**src/rtl/rc4_decrypt_stage_if.sv**
```systemverilog
// ---------------------------------------------------------------------------
// rc4_decrypt_stage_if
//   Bundles every non-clock/reset signal of the RC4 PRGA stage: control
//   strobes from loop 2 and the checker, the S-RAM port, the encrypted-ROM
//   read port, the decrypted-RAM write port and the character handshake.
//
//   Parameter
//     KW            width of the message index (k, char_count, ROM/RAM addr)
//
//   Signals (direction as seen by the PRGA stage, i.e. the master modport)
//     start         in   loop-2 done pulse, starts PRGA from IDLE
//     start_over    in   checker abort, synchronous return to IDLE
//     s_addr        out  S-RAM address
//     s_wrdata      out  S-RAM write data
//     s_wren        out  S-RAM write enable
//     s_rddata      in   S-RAM read data, one cycle after the address
//     enc_addr      out  encrypted-ROM address (= k)
//     enc_rddata    in   encrypted-ROM data, one cycle after the address
//     dec_addr      out  decrypted-RAM address (= k)
//     dec_wrdata    out  decrypted-RAM write data
//     dec_wren      out  decrypted-RAM write enable
//     new_char      out  char_out valid, held until acknowledged
//     char_out      out  decrypted byte
//     char_count    out  current k, MSG_LEN once the message is complete
//     compared_char in   checker acknowledge (level)
//     done          out  whole message decrypted and acknowledged
// ---------------------------------------------------------------------------
interface rc4_decrypt_stage_if #(
    parameter int KW = 6
);
    logic          start;
    logic          start_over;

    logic [7:0]    s_addr;
    logic [7:0]    s_wrdata;
    logic          s_wren;
    logic [7:0]    s_rddata;

    logic [KW-1:0] enc_addr;
    logic [7:0]    enc_rddata;

    logic [KW-1:0] dec_addr;
    logic [7:0]    dec_wrdata;
    logic          dec_wren;

    logic          new_char;
    logic [7:0]    char_out;
    logic [KW-1:0] char_count;
    logic          compared_char;
    logic          done;

    // The PRGA stage drives the memory buses and the character handshake.
    modport master (
        input  start, start_over, s_rddata, enc_rddata, compared_char,
        output s_addr, s_wrdata, s_wren, enc_addr, dec_addr, dec_wrdata,
               dec_wren, new_char, char_out, char_count, done
    );

    // Memories, loop 2 and the checker sit on the other side.
    modport slave (
        output start, start_over, s_rddata, enc_rddata, compared_char,
        input  s_addr, s_wrdata, s_wren, enc_addr, dec_addr, dec_wrdata,
               dec_wren, new_char, char_out, char_count, done
    );
endinterface

```
**src/rtl/rc4_decrypt_stage.sv**
```systemverilog
// ---------------------------------------------------------------------------
// rc4_decrypt_stage
//   RC4 PRGA stage (loop 3) of the key-search datapath. After loop 2 has
//   scrambled S, this block produces one keystream byte per message position:
//     i = i+1; si = S[i]; j = j+si; sj = S[j]; S[i] = sj; S[j] = si;
//     f = S[si+sj]; dec[k] = f ^ enc[k]
//   (all index arithmetic 8-bit, wrapping mod 256), writes the plaintext to
//   the decrypted RAM and presents it to the character checker, waiting for
//   compared_char before moving on. start_over from the checker aborts the
//   run at any point so the next key can be tried.
//
//   Parameters
//     MSG_LEN   message length in bytes (k runs 0..MSG_LEN-1)
//     KW        width of k / char_count, must be able to hold MSG_LEN
//
//   Ports
//     clok      in   system clock, all logic on the rising edge
//     resetm    in   synchronous active-low reset
//     bus       master side of rc4_decrypt_stage_if (memories + handshake)
//
//   Every output is a register. Memory addresses are set on the edge that
//   enters the state which owns them, so the RAM/ROM sees them for that whole
//   state and the read data is sampled one state later (the WAIT_* states).
//   Latency: 10 clocks from start to the first new_char, 11 clocks from the
//   acknowledge to the next new_char.
// ---------------------------------------------------------------------------
module rc4_decrypt_stage #(
    parameter int MSG_LEN = 32,
    parameter int KW      = 6
) (
    input logic                 clok,
    input logic                 resetm,
    rc4_decrypt_stage_if.master bus
);

    typedef enum logic [3:0] {
        IDLE,
        RD_SI,
        WAIT_SI,
        RD_SJ,
        WAIT_SJ,
        WR_SI,
        WR_SJ,
        RD_F,
        WAIT_F,
        WR_DEC,
        PRESENT,
        ACKED,
        DONE
    } state_t;

    localparam logic [KW-1:0] LP_MSG_LEN = KW'(MSG_LEN);

    // -----------------------------------------------------------------------
    // State and datapath registers
    // -----------------------------------------------------------------------
    state_t        r_state;
    logic [7:0]    r_i;
    logic [7:0]    r_j;
    logic [7:0]    r_si;
    logic [7:0]    r_sj;
    logic [KW-1:0] r_k;

    // Registered outputs
    logic [7:0]    r_s_addr;
    logic [7:0]    r_s_wrdata;
    logic          r_s_wren;
    logic [KW-1:0] r_enc_addr;
    logic [KW-1:0] r_dec_addr;
    logic [7:0]    r_dec_wrdata;
    logic          r_dec_wren;
    logic          r_new_char;
    logic [7:0]    r_char_out;
    logic          r_done;

    // -----------------------------------------------------------------------
    // Next-value arithmetic (8-bit wrap for i/j/si+sj comes from the widths)
    // -----------------------------------------------------------------------
    logic [7:0]    w_i_next;
    logic [7:0]    w_j_next;
    logic [7:0]    w_f_addr;
    logic [7:0]    w_plain;
    logic [KW-1:0] w_k_next;
    logic          w_last_byte;

    assign w_i_next    = r_i + 8'd1;
    assign w_j_next    = r_j + bus.s_rddata;
    assign w_f_addr    = r_si + r_sj;
    assign w_plain     = bus.s_rddata ^ bus.enc_rddata;
    assign w_k_next    = r_k + KW'(1);
    assign w_last_byte = (w_k_next == LP_MSG_LEN);

    // -----------------------------------------------------------------------
    // Single FSM process with registered outputs
    // -----------------------------------------------------------------------
    // NOTE: every register here is assigned with <= so all of them update
    // together on the edge; a blocking assignment would let later statements
    // see the new value of an earlier one and silently change the algorithm.
    always_ff @(posedge clok) begin
        // Reset and the checker abort land in the same clean IDLE state;
        // any write presented in the aborted cycle is simply dropped, since
        // loop 1 re-initialises S before the next key anyway.
        if (!resetm || bus.start_over) begin
            r_state      <= IDLE;
            r_i          <= 8'd0;
            r_j          <= 8'd0;
            r_si         <= 8'd0;
            r_sj         <= 8'd0;
            r_k          <= '0;
            r_s_addr     <= 8'd0;
            r_s_wrdata   <= 8'd0;
            r_s_wren     <= 1'b0;
            r_enc_addr   <= '0;
            r_dec_addr   <= '0;
            r_dec_wrdata <= 8'd0;
            r_dec_wren   <= 1'b0;
            r_new_char   <= 1'b0;
            r_char_out   <= 8'd0;
            r_done       <= 1'b0;
        end else begin
            // NOTE: write enables default low every cycle, so each one is
            // high only in the single state that sets it and never lingers.
            r_s_wren   <= 1'b0;
            r_dec_wren <= 1'b0;

            case (r_state)
                IDLE: begin
                    if (bus.start) begin
                        r_i      <= w_i_next;
                        r_s_addr <= w_i_next;
                        r_state  <= RD_SI;
                    end
                end

                RD_SI: r_state <= WAIT_SI;

                WAIT_SI: begin
                    r_si     <= bus.s_rddata;
                    r_j      <= w_j_next;
                    r_s_addr <= w_j_next;
                    r_state  <= RD_SJ;
                end

                RD_SJ: r_state <= WAIT_SJ;

                WAIT_SJ: begin
                    r_sj       <= bus.s_rddata;
                    r_s_addr   <= r_i;
                    r_s_wrdata <= bus.s_rddata;
                    r_s_wren   <= 1'b1;
                    r_state    <= WR_SI;
                end

                // The S[j] write comes second, so with i == j the cell ends
                // up holding si, i.e. the swap leaves it unchanged.
                WR_SI: begin
                    r_s_addr   <= r_j;
                    r_s_wrdata <= r_si;
                    r_s_wren   <= 1'b1;
                    r_state    <= WR_SJ;
                end

                WR_SJ: begin
                    r_s_addr   <= w_f_addr;
                    r_enc_addr <= r_k;
                    r_state    <= RD_F;
                end

                RD_F: r_state <= WAIT_F;

                WAIT_F: begin
                    r_dec_addr   <= r_k;
                    r_dec_wrdata <= w_plain;
                    r_dec_wren   <= 1'b1;
                    r_char_out   <= w_plain;
                    r_state      <= WR_DEC;
                end

                WR_DEC: begin
                    r_new_char <= 1'b1;
                    r_state    <= PRESENT;
                end

                PRESENT: begin
                    if (bus.compared_char) begin
                        r_new_char <= 1'b0;
                        r_state    <= ACKED;
                    end
                end

                ACKED: begin
                    r_k <= w_k_next;
                    if (w_last_byte) begin
                        r_done  <= 1'b1;
                        r_state <= DONE;
                    end else begin
                        r_i      <= w_i_next;
                        r_s_addr <= w_i_next;
                        r_state  <= RD_SI;
                    end
                end

                // Hold with done=1 and char_count=MSG_LEN until start_over.
                DONE: r_state <= DONE;

                default: r_state <= IDLE;
            endcase
        end
    end

    // -----------------------------------------------------------------------
    // Output mapping
    // -----------------------------------------------------------------------
    assign bus.s_addr     = r_s_addr;
    assign bus.s_wrdata   = r_s_wrdata;
    assign bus.s_wren     = r_s_wren;
    assign bus.enc_addr   = r_enc_addr;
    assign bus.dec_addr   = r_dec_addr;
    assign bus.dec_wrdata = r_dec_wrdata;
    assign bus.dec_wren   = r_dec_wren;
    assign bus.new_char   = r_new_char;
    assign bus.char_out   = r_char_out;
    assign bus.char_count = r_k;
    assign bus.done       = r_done;

endmodule

```
**src/flat_wrapper.sv**
```systemverilog
// flat-port wrapper written by rule: the top's interface ports become plain ports
module rc4_decrypt_stage_flat 
#(
    parameter int MSG_LEN = 32,
    parameter int KW      = 6
)
  (clok, resetm, bus_start, bus_start_over, bus_s_rddata, bus_enc_rddata, bus_compared_char, bus_s_addr, bus_s_wrdata, bus_s_wren, bus_enc_addr, bus_dec_addr, bus_dec_wrdata, bus_dec_wren, bus_new_char, bus_char_out, bus_char_count, bus_done);
  rc4_decrypt_stage_if #(.KW(KW)) bus_i ();
  input logic clok;
  input logic resetm;
  input wire logic [$bits(bus_i.start)-1:0] bus_start;
  input wire logic [$bits(bus_i.start_over)-1:0] bus_start_over;
  input wire logic [$bits(bus_i.s_rddata)-1:0] bus_s_rddata;
  input wire logic [$bits(bus_i.enc_rddata)-1:0] bus_enc_rddata;
  input wire logic [$bits(bus_i.compared_char)-1:0] bus_compared_char;
  output wire logic [$bits(bus_i.s_addr)-1:0] bus_s_addr;
  output wire logic [$bits(bus_i.s_wrdata)-1:0] bus_s_wrdata;
  output wire logic [$bits(bus_i.s_wren)-1:0] bus_s_wren;
  output wire logic [$bits(bus_i.enc_addr)-1:0] bus_enc_addr;
  output wire logic [$bits(bus_i.dec_addr)-1:0] bus_dec_addr;
  output wire logic [$bits(bus_i.dec_wrdata)-1:0] bus_dec_wrdata;
  output wire logic [$bits(bus_i.dec_wren)-1:0] bus_dec_wren;
  output wire logic [$bits(bus_i.new_char)-1:0] bus_new_char;
  output wire logic [$bits(bus_i.char_out)-1:0] bus_char_out;
  output wire logic [$bits(bus_i.char_count)-1:0] bus_char_count;
  output wire logic [$bits(bus_i.done)-1:0] bus_done;
  assign bus_i.start = bus_start;
  assign bus_i.start_over = bus_start_over;
  assign bus_i.s_rddata = bus_s_rddata;
  assign bus_i.enc_rddata = bus_enc_rddata;
  assign bus_i.compared_char = bus_compared_char;
  assign bus_s_addr = bus_i.s_addr;
  assign bus_s_wrdata = bus_i.s_wrdata;
  assign bus_s_wren = bus_i.s_wren;
  assign bus_enc_addr = bus_i.enc_addr;
  assign bus_dec_addr = bus_i.dec_addr;
  assign bus_dec_wrdata = bus_i.dec_wrdata;
  assign bus_dec_wren = bus_i.dec_wren;
  assign bus_new_char = bus_i.new_char;
  assign bus_char_out = bus_i.char_out;
  assign bus_char_count = bus_i.char_count;
  assign bus_done = bus_i.done;
  rc4_decrypt_stage #(.MSG_LEN(MSG_LEN), .KW(KW)) u_core (.clok(clok), .resetm(resetm), .bus(bus_i));
endmodule
```
**config.mk**
```make
export PLATFORM = sky130hd
export DESIGN_NAME = rc4_decrypt_stage_flat
export DESIGN_NICKNAME = d
export VERILOG_FILES = /design/src/rtl/rc4_decrypt_stage_if.sv /design/src/rtl/rc4_decrypt_stage.sv /design/src/flat_wrapper.sv
export SDC_FILE = /design/constraint.sdc
export NUM_CORES = 1
export LEC_CHECK = 0
export ABC_AREA = 1
export BUFFER_PORTS_ARGS = -buffer_cell sky130_fd_sc_hd__buf_2
export CORE_MARGIN = 2
export CORE_UTILIZATION = 52
export DETAILED_ROUTE_END_ITERATION = 6
export GPL_ROUTABILITY_DRIVEN = 1
export PLACE_DENSITY = 0.84
export SLEW_MARGIN = 20
export SYNTH_ARGS = -nofsm -noshare
export SYNTH_HDL_FRONTEND = slang
export SYNTH_SLANG_ARGS = --single-unit
export TNS_END_PERCENT = 10
```
**constraint.sdc**
```tcl
create_clock -name clok -period 2.2 [get_ports clok]
set_clock_uncertainty 0.1 [all_clocks]
set_input_delay 0.11 -clock clok [delete_from_list [all_inputs] [get_ports clok]]
set_output_delay 0.11 -clock clok [all_outputs]
set_load 0.01 [all_outputs]
```
==> metrics.md <==
| Metric | Value |
|---|---|
| Mapped Area | 0.00422 mm2 |
| Number of fill cells | 674 |
| Min-Delay Path Class | in -> reg |
| Crit path kind | in -> reg |
| Most frequent cells in the layout | nand2_1, dfxtp_1, buf_2 |
| DR vias/cell | 5.41 |
| Post-synth EDFFs | 0 |
| Maximum buffer depth of the clock tree | 2 |
| Routed Antenna Nets | 0 |
| Initial Utilization | 54.0% |
| Setup TNS | 0 ns |
| Worst Path Required | 2.35 ns |
| Max cap viols | 0 |
| Clock Sink Count | 82 |
| GRT Util Overall | 26.1% |
| Final slew viol count | 0 |
| CTS clk-pin slew, worst paths | 0.08 ns |
| # port buffers | 74 |
| Combinational share of power | 8.5% |
| N_diodes | 0 |
| Fmax | 486 MHz |
| Initial antenna violation count | 0 |
| Routed WL | 11.2 mm |
| Avg Inst Size Synth | 7.00 um2 |
| Grt ovf | 0 |
| Core footprint | 0.00781 mm2 |
| Yosys reg bits | 82 |
| Layout cells sized above 1 | 17.2% |
| Latest clock arrival within the worst-skew pair | 0.36 ns |
| Main area contributors after synthesis | dfxtp_1, nand2_1, a21oi_1 |
| Die Height | 94.1 um |
| Dpl hpwl | 7.60 mm |
| CTS tree | built |
| VDD IR-drop max | 0.475 mV |
| Synth top area share | 38.9% |
| WL/cell | 14.0 um |
| Final GP Congestion | 0.891 |
| # setup viols final | 0 |
| Most common library cell in the layout ignoring fill and taps | nand2_1 |
| Run status | finished clean |
| Residual DRC | 0 |
| Max-slew headroom | 60.2% |
| Hold Fails Final Rpt | 0 |
| Flop pwr share | 49.7% |
| Area Overhead vs Synth | 20.0% |
| Cell Pwr Density | 603 mW/mm2 |
| Fin crit period | 2.06 ns |
| CTS root buf | clkbuf_8 |
| Vias in the first global route | 4043 |
| CTS buffer count | 9 |
| Startpoint types | input port |
| Ports | 75 |
| Sw frac | 23.5% |
| Finished Layout Cells | 795 |
| Drt initial violations | 297 |
| Register area | 0.00164 mm2 |
| RSZ-0062 raised after global routing | yes |
| Die width | 94.1 um |
| Initial DRT Pass Iterations | 5 |
| Sw Pwr | 0.000716 W |
| Multi-input logic area | 0.00220 mm2 |
| Synth unique cells | 37 |
| Largest net degree at the start of global routing | 55 |
| YS warnings | 0 |
| Leakage | 2.51 nW |
| Minimum hold slack | 0.00681 ns |
| H-tree depth | 3 |
| Ys flop type | dfxtp_1 |
| Yosys top cell by area | dfxtp_1 |
| Clock share of power | 41.8% |
| First-pass GRT wire length | 18.3 mm |
| Placed Cells incl. Taps | 762 |
| Post-Syn Nets | 642 |
| Worst Path Arrival | 2.21 ns |
| Endpoint type of the worst setup path | register |
| Fin crit share | 93.5% |
| FP Rows | 32 |
| Worst slew pin tran | 0.597 ns |
| Int Power | 0.00234 W |
| Nets@finish | 727 |
| Die ar. | 0.00885 mm2 |
| Post-Synthesis Cells | 603 |
| Total power | 0.00305 W |
| Seq/Total Area, Yosys | 38.9% |
| CP max FO | 4 |
| Routed vias | 4301 |
| Asr flop ratio synth | 0% |
[layer usage]
layer	track usage [%]	up-vias	wire length [um]
met1	30.9	1960	4580
li1	-	2124	-
met3	5.86	22	812
met2	46.7	195	5580
met4	8.21	0	192
met5	0	-	0
[worst paths after layout]
path	to	slack, ns	startpoint	cells after the start
hold / removal	u_core.bus.new_char	0.007	bus_compared_char	4
hold reg to reg	u_core.bus.done	0.36	u_core.bus.done	2
setup reg to reg	u_core.r_i[1]	0.22	u_core.bus.char_count[0]	11
setup / recovery	u_core.bus.s_addr[4]	0.14	bus_s_rddata[0]	11
[synth_stat cells (3+ instances only)]
| library cell | count |
|---|---|
| or2_2 | 3 |
| a211oi_1 | 3 |
| inv_2 | 3 |
| xor2_1 | 5 |
| nand3_1 | 43 |
| o21ai_0 | 44 |
| dfxtp_1 | 82 |
| ha_1 | 16 |
| clkbuf_1 | 10 |
| xnor2_1 | 10 |
| nor2_1 | 58 |
| buf_4 | 8 |
| nand3b_1 | 5 |
| inv_1 | 62 |
| nand2_1 | 147 |
| a21oi_1 | 65 |
| nor2_2 | 3 |
| buf_2 | 6 |
| nand4_1 | 8 |
[layout make-up]
type,count,area share [%]
Inverter,66,4.89
Timing Repair Buffer,100,12.0
Clock inverter,4,1.43
Sequential cell,82,32.4
Multi-Input combinational cell,429,43.4
Clock buffer,12,3.26
Tap cell,102,2.52
[repair_timing]
item | in CTS | in global routing
resized for setup | 0 | 4
hold endpoints to repair | 19 | 0
hold buffers | 17 | 0
setup buffers | 0 | 0
endpoints found under the setup margin | 0 | 10
[kinds of logic after synthesis]
family	after synthesis	share of synthesized area, %
and+or+nand+nor	277	28.4
AOI/OAI and AO/OA	119	14.7
buffers and inverters	92	9.25
DFF	82	38.9
adders and majority gates	18	5.69
xor gates and xnor gates	15	3.11
[stage by stage]
step           util [%]  instance area, um2  worst slack (ns)
3_3_place_gp       59.5                4640             0.301
3_5_place_dp       59.5                4640             0.221
5_1_grt            64.9                5060           -0.0197
4_1_cts            64.7                5050            0.0967
6_report           64.9                5060             0.143
2_1_floorplan         -                4220             0.372
[power groups by stage]
stage	sequential [W]	combinational, W	clock (W)
after floorplan	0.00155	0.000155	0
after global placement	0.00155	0.000219	0
after global routing	0.00152	0.000289	0.00135
after detailed placement	0.00155	0.000227	0
after CTS	0.00152	0.000253	0.00129
final	0.00152	0.000259	0.00128
[worst max-delay path, cell delays in order]
cell and delay (ns):
dlygate4sd3_1 0.55, buf_2 0.16, ha_2 0.20, fa_2 0.36, nand3_1 0.10, nand2_1 0.09, or2_2 0.28, nand3_1 0.09
nand4_1 0.10, nor2_1 0.13, nor2_1 0.04
[sequential cells by signal, indices dropped and copies added (netlist names)]
register and cells:
u_core.bus.new_char 1, u_core.r_si 8, u_core.bus.dec_addr 6, u_core.bus.dec_wrdata 8, u_core.bus.s_addr 8, u_core.bus.dec_wren 1
u_core.bus.char_count 6, u_core.r_i 8, u_core.bus.done 1, u_core.bus.s_wren 1, u_core.bus.s_wrdata 8, u_core.bus.enc_addr 6
u_core.r_j 8, u_core.r_state 4, u_core.r_sj 8
Power figures use the tool's default switching activity.
